$ cat src/rtl/lfsr_pkg.sv
// Shared constants and a reusable next-state function for Galois-style CRC/LFSR engines.
package lfsr_pkg;

  localparam int LFSR_DEFAULT_WIDTH = 512;
  localparam int DATA_DEFAULT_WIDTH = 33;

  // x^512 + x^510 + x^507 + x^504 + 1, with the x^512 term implicit
  localparam logic [LFSR_DEFAULT_WIDTH-1:0] LFSR_POLY_512 =
      (512'd1 << 510) | (512'd1 << 507) | (512'd1 << 504) | 512'd1;

  localparam logic [31:0] CRC32_POLY       = 32'h04C11DB7;
  localparam logic [15:0] CRC16_CCITT_POLY = 16'h1021;

  // Folds one default-width word into a default-width state, MSB of the data first
  function automatic logic [LFSR_DEFAULT_WIDTH-1:0] lfsr_next(
    input logic [LFSR_DEFAULT_WIDTH-1:0] state,
    input logic [DATA_DEFAULT_WIDTH-1:0] data,
    input logic [LFSR_DEFAULT_WIDTH-1:0] poly
  );
    logic [LFSR_DEFAULT_WIDTH-1:0] s;
    logic                          fb;
    s = state;
    for (int i = DATA_DEFAULT_WIDTH - 1; i >= 0; i--) begin
      fb = s[LFSR_DEFAULT_WIDTH-1] ^ data[i];
      s  = s << 1;
      if (fb) s = s ^ poly;
    end
    return s;
  endfunction

endpackage

$ cat src/rtl/lfsr_crc_step.sv
// Combinational next-state for the CRC/LFSR: all DATA_WIDTH bit-steps unrolled, MSB first.
module lfsr_crc_step
  import lfsr_pkg::*;
#(
  parameter int                    LFSR_WIDTH = LFSR_DEFAULT_WIDTH,
  parameter int                    DATA_WIDTH = DATA_DEFAULT_WIDTH,
  parameter logic [LFSR_WIDTH-1:0] LFSR_POLY  = LFSR_POLY_512
) (
  input  logic [LFSR_WIDTH-1:0] state_in,
  input  logic [DATA_WIDTH-1:0] data_in,
  output logic [LFSR_WIDTH-1:0] state_out
);

  logic [LFSR_WIDTH-1:0] s;
  logic                  fb;

  // Shift one data bit at a time into the register, feeding back the polynomial when the XORed top bit is set
  always_comb begin
    s  = state_in;
    fb = 1'b0;
    for (int i = DATA_WIDTH - 1; i >= 0; i--) begin
      fb = s[LFSR_WIDTH-1] ^ data_in[i];
      s  = s << 1;
      if (fb) s = s ^ LFSR_POLY;
    end
  end

  assign state_out = s;

endmodule

$ cat src/rtl/lfsr_crc.sv
// Registered CRC/LFSR engine: folds one DATA_WIDTH-bit word per valid cycle into the state.
module lfsr_crc
  import lfsr_pkg::*;
#(
  parameter int                    LFSR_WIDTH = LFSR_DEFAULT_WIDTH,
  parameter int                    DATA_WIDTH = DATA_DEFAULT_WIDTH,
  parameter logic [LFSR_WIDTH-1:0] LFSR_POLY  = LFSR_POLY_512,
  parameter logic [LFSR_WIDTH-1:0] LFSR_INIT  = '1
) (
  input  logic                  clk,
  input  logic                  rst,
  input  logic [DATA_WIDTH-1:0] data_in,
  input  logic                  data_in_valid,
  output logic [LFSR_WIDTH-1:0] crc_out
);

  logic [LFSR_WIDTH-1:0] state;
  logic [LFSR_WIDTH-1:0] next_state;

  lfsr_crc_step #(
    .LFSR_WIDTH (LFSR_WIDTH),
    .DATA_WIDTH (DATA_WIDTH),
    .LFSR_POLY  (LFSR_POLY)
  ) u_step (
    .state_in  (state),
    .data_in   (data_in),
    .state_out (next_state)
  );

  // Reset wins over valid; otherwise take the folded value only on qualified cycles
  always_ff @(posedge clk) begin
    if (rst)                state <= LFSR_INIT;
    else if (data_in_valid) state <= next_state;
  end

  assign crc_out = state;

endmodule

$ cat config.mk
export PLATFORM = sky130hd
export DESIGN_NAME = lfsr_crc
export DESIGN_NICKNAME = d
export VERILOG_FILES = /design/src/rtl/lfsr_pkg.sv /design/src/rtl/lfsr_crc_step.sv /design/src/rtl/lfsr_crc.sv
export SDC_FILE = /design/constraint.sdc
export NUM_CORES = 1
export LEC_CHECK = 0
export ABC_AREA = 1
export CORE_AREA = 2 2 220 222
export CTS_CLUSTER_DIAMETER = 150
export DETAILED_ROUTE_END_ITERATION = 8
export DIE_AREA = 0 0 222 224
export HOLD_SLACK_MARGIN = 0.15
export PLACE_DENSITY_LB_ADDON = 0.25
export SETUP_SLACK_MARGIN = 0.2
export SYNTH_ARGS = -nofsm -noshare
export SYNTH_HDL_FRONTEND = slang
export SYNTH_SLANG_ARGS = --single-unit
$ cat constraint.sdc
create_clock -name clk -period 5.1 [get_ports clk]
set_input_delay 1.02 -clock clk [delete_from_list [all_inputs] [get_ports clk]]
set_output_delay 1.02 -clock clk [all_outputs]
set_load 0.05 [all_outputs]
### Word-level counts from Yosys, hierarchy flattened

Index checks and enable logic that the tools add are counted.

| word-level totals | value |
|---|---|
| register bits | 512 |
| word-level logic and storage cells | 100 |

| cells by class | value |
|---|---|
| mux-type cells | 33 |
| bitwise operators | 66 |

Operator list:

| cell | number |
|---|---|
| $mux 511 | 33 |
| $not 4->4 | 33 |
| $xor 1x1->1 | 33 |

### Logic depth before layout (Yosys ltp)

Gate-level depths: netlist of run 1.

| logic depth | value |
|---|---|
| depth in word-level cells | 66 |
| gate-level depth with buffers | 42 |
| gate-level depth less buffers | 42 |

### Cells and area by module

A second synthesis of run 1 with hierarchy kept.

| unflattened totals | value |
|---|---|
| cell total of the unflattened synthesis | 3,190 |
| area, all modules | 24,134.4 µm² |

Modules (own cells, without submodules):

| module | instances | cells each | area each (µm²) | seq. area each (µm²) |
|---|---|---|---|---|
| lfsr_crc | 1 | 2,219 | 17,835.9 | 10,249.8 |
| lfsr_crc_step | 1 | 971 | 6,298.5 | 0.0 |

### Worst setup path after synthesis of run 1

No wires, ideal clock.

| timing path | value |
|---|---|
| path type | input -> register |
| start | input data_in[31] |
| end | register state[504] (netlist: crc_out[504]) |
| arrival time | 3.961 ns |
| required time | 4.985 ns |
| setup slack | 1.023 ns |
| stages | 38 |
| buffers on the path | 0 |
| path through | inv_1 nand2_2 nand2_2 nand2_1 nand2_1 nand2_2 nand2_4 nand2_2 nand3_1 nand2_2 nand2_4 nand2_4 nand2_2 nand3_2 nand2_2 nand2_2 nand2_4 nand2_1 [... 2 more ...] nand2_4 inv_2 nand2_1 nand2_2 nand2_2 nand3_2 nand2_4 nand2_4 nand2_2 nand2_2 nand2_4 nand2_4 nand2_4 nand2_4 nand2_2 nand2_1 nand3_1 nand2_1 |

| on the way | value |
|---|---|
| cells in the longest elaborated chain, start to end | 40 |
| elaborated cells between the ends (all ways) | 84 |
| those cells by class | mux (31); bitwise (53) |

Ends and longest elaborated chain:

| item | line | text |
|---|---|---|
| start: declaration | lfsr_crc.sv:12 | `input logic [DATA_WIDTH-1:0] data_in,` |
| $xor 1x1->1 * | lfsr_crc_step.sv:22 | `fb = s[LFSR_WIDTH-1] ^ data_in[i];` |
| $mux 511 * | lfsr_crc_step.sv:24 | `if (fb) s = s ^ LFSR_POLY;` |
| $xor 1x1->1 / $mux 511 (equally long branches) | lfsr_crc_step.sv:22, lfsr_crc_step.sv:24 |  |
| $mux 511 * | lfsr_crc_step.sv:24 |  |
| $mux 511 / $not 4->4 (equally long branches) | - |  |
| $mux 511 | lfsr_crc_step.sv:24 |  |
| $not 4->4 (no line), or another cell as far along | - |  |
| $mux 511 | lfsr_crc_step.sv:24 |  |
| [... 24 more ...] | - |  |
| $not 4->4 (no line), or another cell as far along | - |  |
| $mux 511 | lfsr_crc_step.sv:24 |  |
| $mux 511 * | lfsr_crc_step.sv:24 |  |
| $mux 511 | lfsr_crc_step.sv:24 |  |
| $not 4->4 (no line) / $xor 1x1->1 (equally long branches) | - |  |
| $mux 511 * | lfsr_crc_step.sv:24 |  |
| $xor 1x1->1 * | lfsr_crc_step.sv:22 |  |
| $mux 511 * | lfsr_crc_step.sv:24 |  |
| end signal: assignment | lfsr_crc.sv:33 | `else if (data_in_valid) state <= next_state;` |
| end: declaration | lfsr_crc.sv:17 | `logic [LFSR_WIDTH-1:0] state;` |

Every way passes the cells marked *; elsewhere a longest branch is shown, timed or not.
A chain may end at the register's enable or synchronous reset.

### Worst setup path in the final report of run 1

Same ends and word-level chain as after synthesis.

==> results of run 1 <==
## worst max-delay path, delay by kind of cell
kind	cells	cell delay [ns]
AND/OR/NAND/NOR	37	3.27
buffers and inverters	3	0.62
## how the worst min path moves through the flow
| stage | startpoint | endpoint | slack (ns) | cells past startpoint |
|---|---|---|---|---|
| after global routing | crc_out[248]$_SDFFE_PP1P_ | crc_out[248]$_SDFFE_PP1P_ | 0.50 | 2 |
| after CTS | crc_out[396]$_SDFFE_PP1P_ | crc_out[396]$_SDFFE_PP1P_ | 0.48 | 2 |
| after detailed placement | crc_out[396]$_SDFFE_PP1P_ | crc_out[396]$_SDFFE_PP1P_ | 0.47 | 2 |
| final | crc_out[386]$_SDFFE_PP1P_ | crc_out[386]$_SDFFE_PP1P_ | 0.48 | 2 |
| after floorplan | crc_out[313]$_SDFFE_PP1P_ | crc_out[313]$_SDFFE_PP1P_ | 0.45 | 2 |
| after global placement | crc_out[340]$_SDFFE_PP1P_ | crc_out[340]$_SDFFE_PP1P_ | 0.46 | 2 |
## cell usage in the layout, fill, tap and decap left out, drive strengths merged
cell	n
nand3	548
clkbuf	73
bufinv	6
dfxtp	512
xor2	24
nand3b	13
nor2	4
clkinv	9
o21ai	34
nand2	1180
xnor2	11
clkdlybuf4s50	545
or2	2
clkinvlp	3
inv	90
buf	23
a21oi	50
## layer usage
layer	vias up	share of wire	track usage
met3	153	0.080	0.0719
met5	-	0	0
met4	0	0.050	0.143
li1	9334	-	-
met2	794	0.45	0.453
met1	8986	0.42	0.364
## per-stage QoR
step / instance area (um2) / hold slack (ns) / worst slack (ns) / std cells
final: 27500 / 0.481 / 0.649 / 3742
after floorplan: 23300 / 0.452 / 1.02 / 3108
after global routing: 27500 / 0.503 / 0.211 / 3742
after detailed placement: 25700 / 0.467 / 0.0812 / 3650
after global placement: 25700 / 0.464 / 0.213 / 3650
after CTS: 27500 / 0.483 / 0.688 / 3742
## layout make-up
cell class / count / area, um2
clock inverters: 19 / 285
inverters: 89 / 349
multi-input cells: 1866 / 8590
fillers: 4362 / 19900
flip-flops and latches: 512 / 10200
well taps: 615 / 769
clock buffers: 73 / 1530
repair buffers: 568 / 5710
## what timing repair did
| item | in CTS | in global routing |
|---|---|---|
| gates resized for setup | 0 | 4 |
| endpoints found under the setup margin | 0 | 8 |
| endpoints found under the hold margin | 0 | 0 |
## logic make-up (layout without fill, tap and decap cells)
family / Yosys count / in the layout / synth area share
AND/OR/NAND/NOR: 1747 / 1747 / 0.336
flip-flops: 512 / 512 / 0.439
AO/OA/AOI/OAI: 84 / 84 / 0.0180
XOR/XNOR: 35 / 35 / 0.0141
buffers and inverters: 730 / 749 / 0.193
==> metrics.md, run 1 <==
| Metric | Value |
|---|---|
| Syn. warnings | 0 |
| Area growth from synthesis to layout | 17.7% |
| First-pass GRT wire length | 110000 um |
| DRT Wirelength | 74100 um |
| Full die area | 0.0497 mm2 |
| I/O pins | 548 |
| Max Buffers Root-to-Sink | 3 |
| Worst hold path class | flop to flop |
| Slew HR | 0.239 |
| Tmin final | 4.45 ns |
| Drt first pass iters | 5 |
| Max Cap Viol | 0 |
| Synthesized area per cell | 7.51 um2 |
| Gate Count Post-Synth | 3108 |
| R2R cell count | 39 |
| Post-synthesis cell type count | 23 |
| Critical path arrival | 4.93 ns |
| CP max FO | 7 |
| #FFs+latches synth | 512 |
| Antenna violations before repair | 0 |
| Status | completed |
| CP most frequent cell | nand2_2 |
| Root Driver | clkbuf_16 |
| Post-synth EDFFs | 0 |
| Post-CTS setup buffers | 0 |
| Total GRT Usage | 0.286 |
| Crit. End Element | flop |
| Row count | 80 |
| Largest net degree at the start of global routing | 201 |
| TritonCTS buffer count | 54 |
| Fin. Hold Viols | 0 |
| Final Max Slew Viols | 0 |
| Initial Util | 0.493 |
| Final Setup Violations | 0 |
| Final ANT Viol Nets | 0 |
| Ratio of cells with drive above 1 in the final layout | 0.0755 |
| Clock Sinks | 512 |
| CTS H-tree lvls | 2 |
| Crit-path max cell delay | 0.48 ns |
| Placer's final routability congestion estimate | 0.936 |
| Post-Syn Nets | 3144 |
| Critical path startpoint | data_in[31] |
| Mapped Area | 0.0233 mm2 |
| DR DRC count | 0 |
| Worst flop-to-flop path startpoint | crc_out[510]$_SDFFE_PP1P_ |
| Max FFs per register | 512 |
| Vias per cell | 5.15 |
| Period utilization | 0.873 |
| ANT cells | 0 |
| Worst Setup Start Kind | primary input |
| Setup_tns | 0 ns |
| Post-synth ARST share | 0 |
| Top post-synthesis cells by area | dfxtp_1 44%, nand2_1 18%, buf_4 15% |
| R2R Path End | crc_out[504]$_SDFFE_PP1P_ |
| DRT iter0 DRCs | 1898 |
| Least-Margin Pin Slew | 1.14 ns |
| Avg WL per Cell | 19.8 um |
| PortBufs | 547 |
| CP max stage cell | clkdlybuf4s50_1 |
| Total core area | 0.0473 mm2 |
| Die extent in x | 222 um |
| Nets@finish | 3127 |
| Hold_buf cts | 0 |
| Grt total ovfl | 0 |
| Most frequent cells after synthesis | 1099 x nand2_1, 519 x nand3_1, 512 x dfxtp_1 |
| Skew-Pair Late Insertion Delay | 0.60 ns |
| Layout Skew | 0.0118 ns |
| Vias in the first global route | 17.9k |
| Vias post-DR | 19.3k |
| RSZ-0062 raised after global routing | no |
| Count leader, synth | nand2_1 |
| Critical path type | primary input to flop |
| CTS tree | done |
| Utilization after layout | 0.580 |
| Register-to-register setup slack | 1.10 ns |
| Seq/Total Area, Yosys | 0.439 |
| Top FF cell, synth | dfxtp_1 |
| Hpwl dp | 54000 um |
| Yosys top cell by area | dfxtp_1 |
| WP data required | 5.58 ns |
| Synth top area share | 0.439 |
| F_max | 225 MHz |
| End point of the critical path | crc_out[504]$_SDFFE_PP1P_ |
| Die height | 224 um |
| CTS clk-pin slew, worst paths | 0.06 ns |
Power of run 1 is not shown: default switching activity piles up to over one toggle a cycle in this logic, so the estimate is an artifact.
==> run 2, diff against run 1 <==
Settings changed: GPL_ROUTABILITY_DRIVEN from default to 0, SLEW_MARGIN from default to 0.
==> metrics.md, run 2 (same netlist as run 1, synthesis figures left out) <==
| Metric | Value |
|---|---|
| Fin. Hold Viols | 0 |
| CTS H-tree lvls | 2 |
| CP most frequent cell | nand2_1 |
| Skew-Pair Late Insertion Delay | 0.60 ns |
| Die extent in x | 222 um |
| Worst hold path class | flop to flop |
| CP max stage cell | clkdlybuf4s50_1 |
| Antenna violations before repair | 0 |
| CTS tree | done |
| CTS clk-pin slew, worst paths | 0.06 ns |
| I/O pins | 548 |
| First-pass GRT wire length | 109000 um |
| Period utilization | 0.897 |
| Critical path type | primary input to flop |
| Final Max Slew Viols | 0 |
| Multi-input gate area in the final layout | 0.00860 mm2 |
| Full die area | 0.0497 mm2 |
| Tmin final | 4.57 ns |
| Status | completed |
| Max Cap Viol | 0 |
| Most frequent cells in the layout | 1097 x nand2_1, 544 x clkdlybuf4s50_1, 519 x nand3_1, 512 x dfxtp_1, 74 x inv_1 |
| Nets@finish | 3122 |
| Total core area | 0.0473 mm2 |
| Hpwl dp | 52900 um |
| CP max FO | 6 |
| Commonest non-fill, non-tap cell in the layout | nand2_1 |
| Least-Margin Pin Slew | 1.10 ns |
| Final Setup Violations | 0 |
| Ratio of cells with drive above 1 in the final layout | 0.0729 |
| Layout Skew | 0.0130 ns |
| Final ANT Viol Nets | 0 |
| F_max | 219 MHz |
| Storage cell area | 0.0102 mm2 |
| DRT Wirelength | 73200 um |
| Area growth from synthesis to layout | 17.4% |
| Max FFs per register | 512 |
| Max Buffers Root-to-Sink | 3 |
| Clock Sinks | 512 |
| Slew HR | 0.267 |
| TritonCTS buffer count | 52 |
| Crit-path max cell delay | 0.50 ns |
| Avg WL per Cell | 19.6 um |
| ANT cells | 0 |
| Vias per cell | 5.19 |
| Critical path arrival | 5.05 ns |
| Initial Util | 0.493 |
| RSZ-0062 raised after global routing | no |
| Total GRT Usage | 0.281 |
| # fillers | 4373 |
| Vias post-DR | 19.4k |
| WP data required | 5.58 ns |
| Largest net degree at the start of global routing | 189 |
| Crit. End Element | flop |
| PortBufs | 547 |
| Min Hold Slack | 0.483 ns |
| DR DRC count | 0 |
| Row count | 80 |
| Root Driver | clkbuf_16 |
| Vias in the first global route | 18.0k |
| Setup_tns | 0 ns |
| Worst Setup Start Kind | primary input |
| Drt first pass iters | 6 |
| DRT iter0 DRCs | 2139 |
| Grt total ovfl | 0 |
| Die height | 224 um |
[run 2: cell type report]
type / count / area share
flip-flops and latches: 512 / 0.374
inverters: 89 / 0.0127
clock inverters: 10 / 0.00612
well taps: 615 / 0.0281
clock buffers: 84 / 0.0574
multi-input cells: 1866 / 0.314
repair buffers: 565 / 0.207
[run 2: per-layer routing]
metal,GRT usage,part of all wire
met1,0.354,0.40
met5,0,0
met3,0.0796,0.095
met4,0.119,0.043
met2,0.452,0.46
[run 2: timing repair]
| item | in CTS | in global routing |
|---|---|---|
| resized for setup | 0 | 7 |
| setup endpoints to repair | 0 | 6 |
| hold buffers | 0 | 0 |
| buffers inserted | 0 | 2 |
[run 2: worst max-delay path: cells and delay by family]
family | cells | cell delay, ns
buffers and inverters | 4 | 0.72
and+or+nand+nor | 34 | 3.31
[run 2: path summary, 6_finish.rpt]
| path | from | end | slack, ns | depth (start not counted) |
|---|---|---|---|---|
| max | data_in[32] | crc_out[504]$_SDFFE_PP1P_ | 0.53 | 38 |
| min | crc_out[275]$_SDFFE_PP1P_ | crc_out[275]$_SDFFE_PP1P_ | 0.48 | 2 |
| max reg2reg | crc_out[511]$_SDFFE_PP1P_ | crc_out[504]$_SDFFE_PP1P_ | 0.97 | 37 |
| min reg2reg | crc_out[275]$_SDFFE_PP1P_ | crc_out[275]$_SDFFE_PP1P_ | 0.48 | 2 |
[run 2: through the flow]
stage                     area, um2  setup slack [ns]  utilization  instances
after floorplan               23300              1.02            -       3108
after global placement        25600             0.312        0.541       3645
after detailed placement      25600            0.0155        0.541       3645
after CTS                     27300             0.625        0.578       3739
after global routing          27400             0.196        0.578       3741
final                         27400             0.525        0.578       3741
Power of run 2 is left out for the same reason.
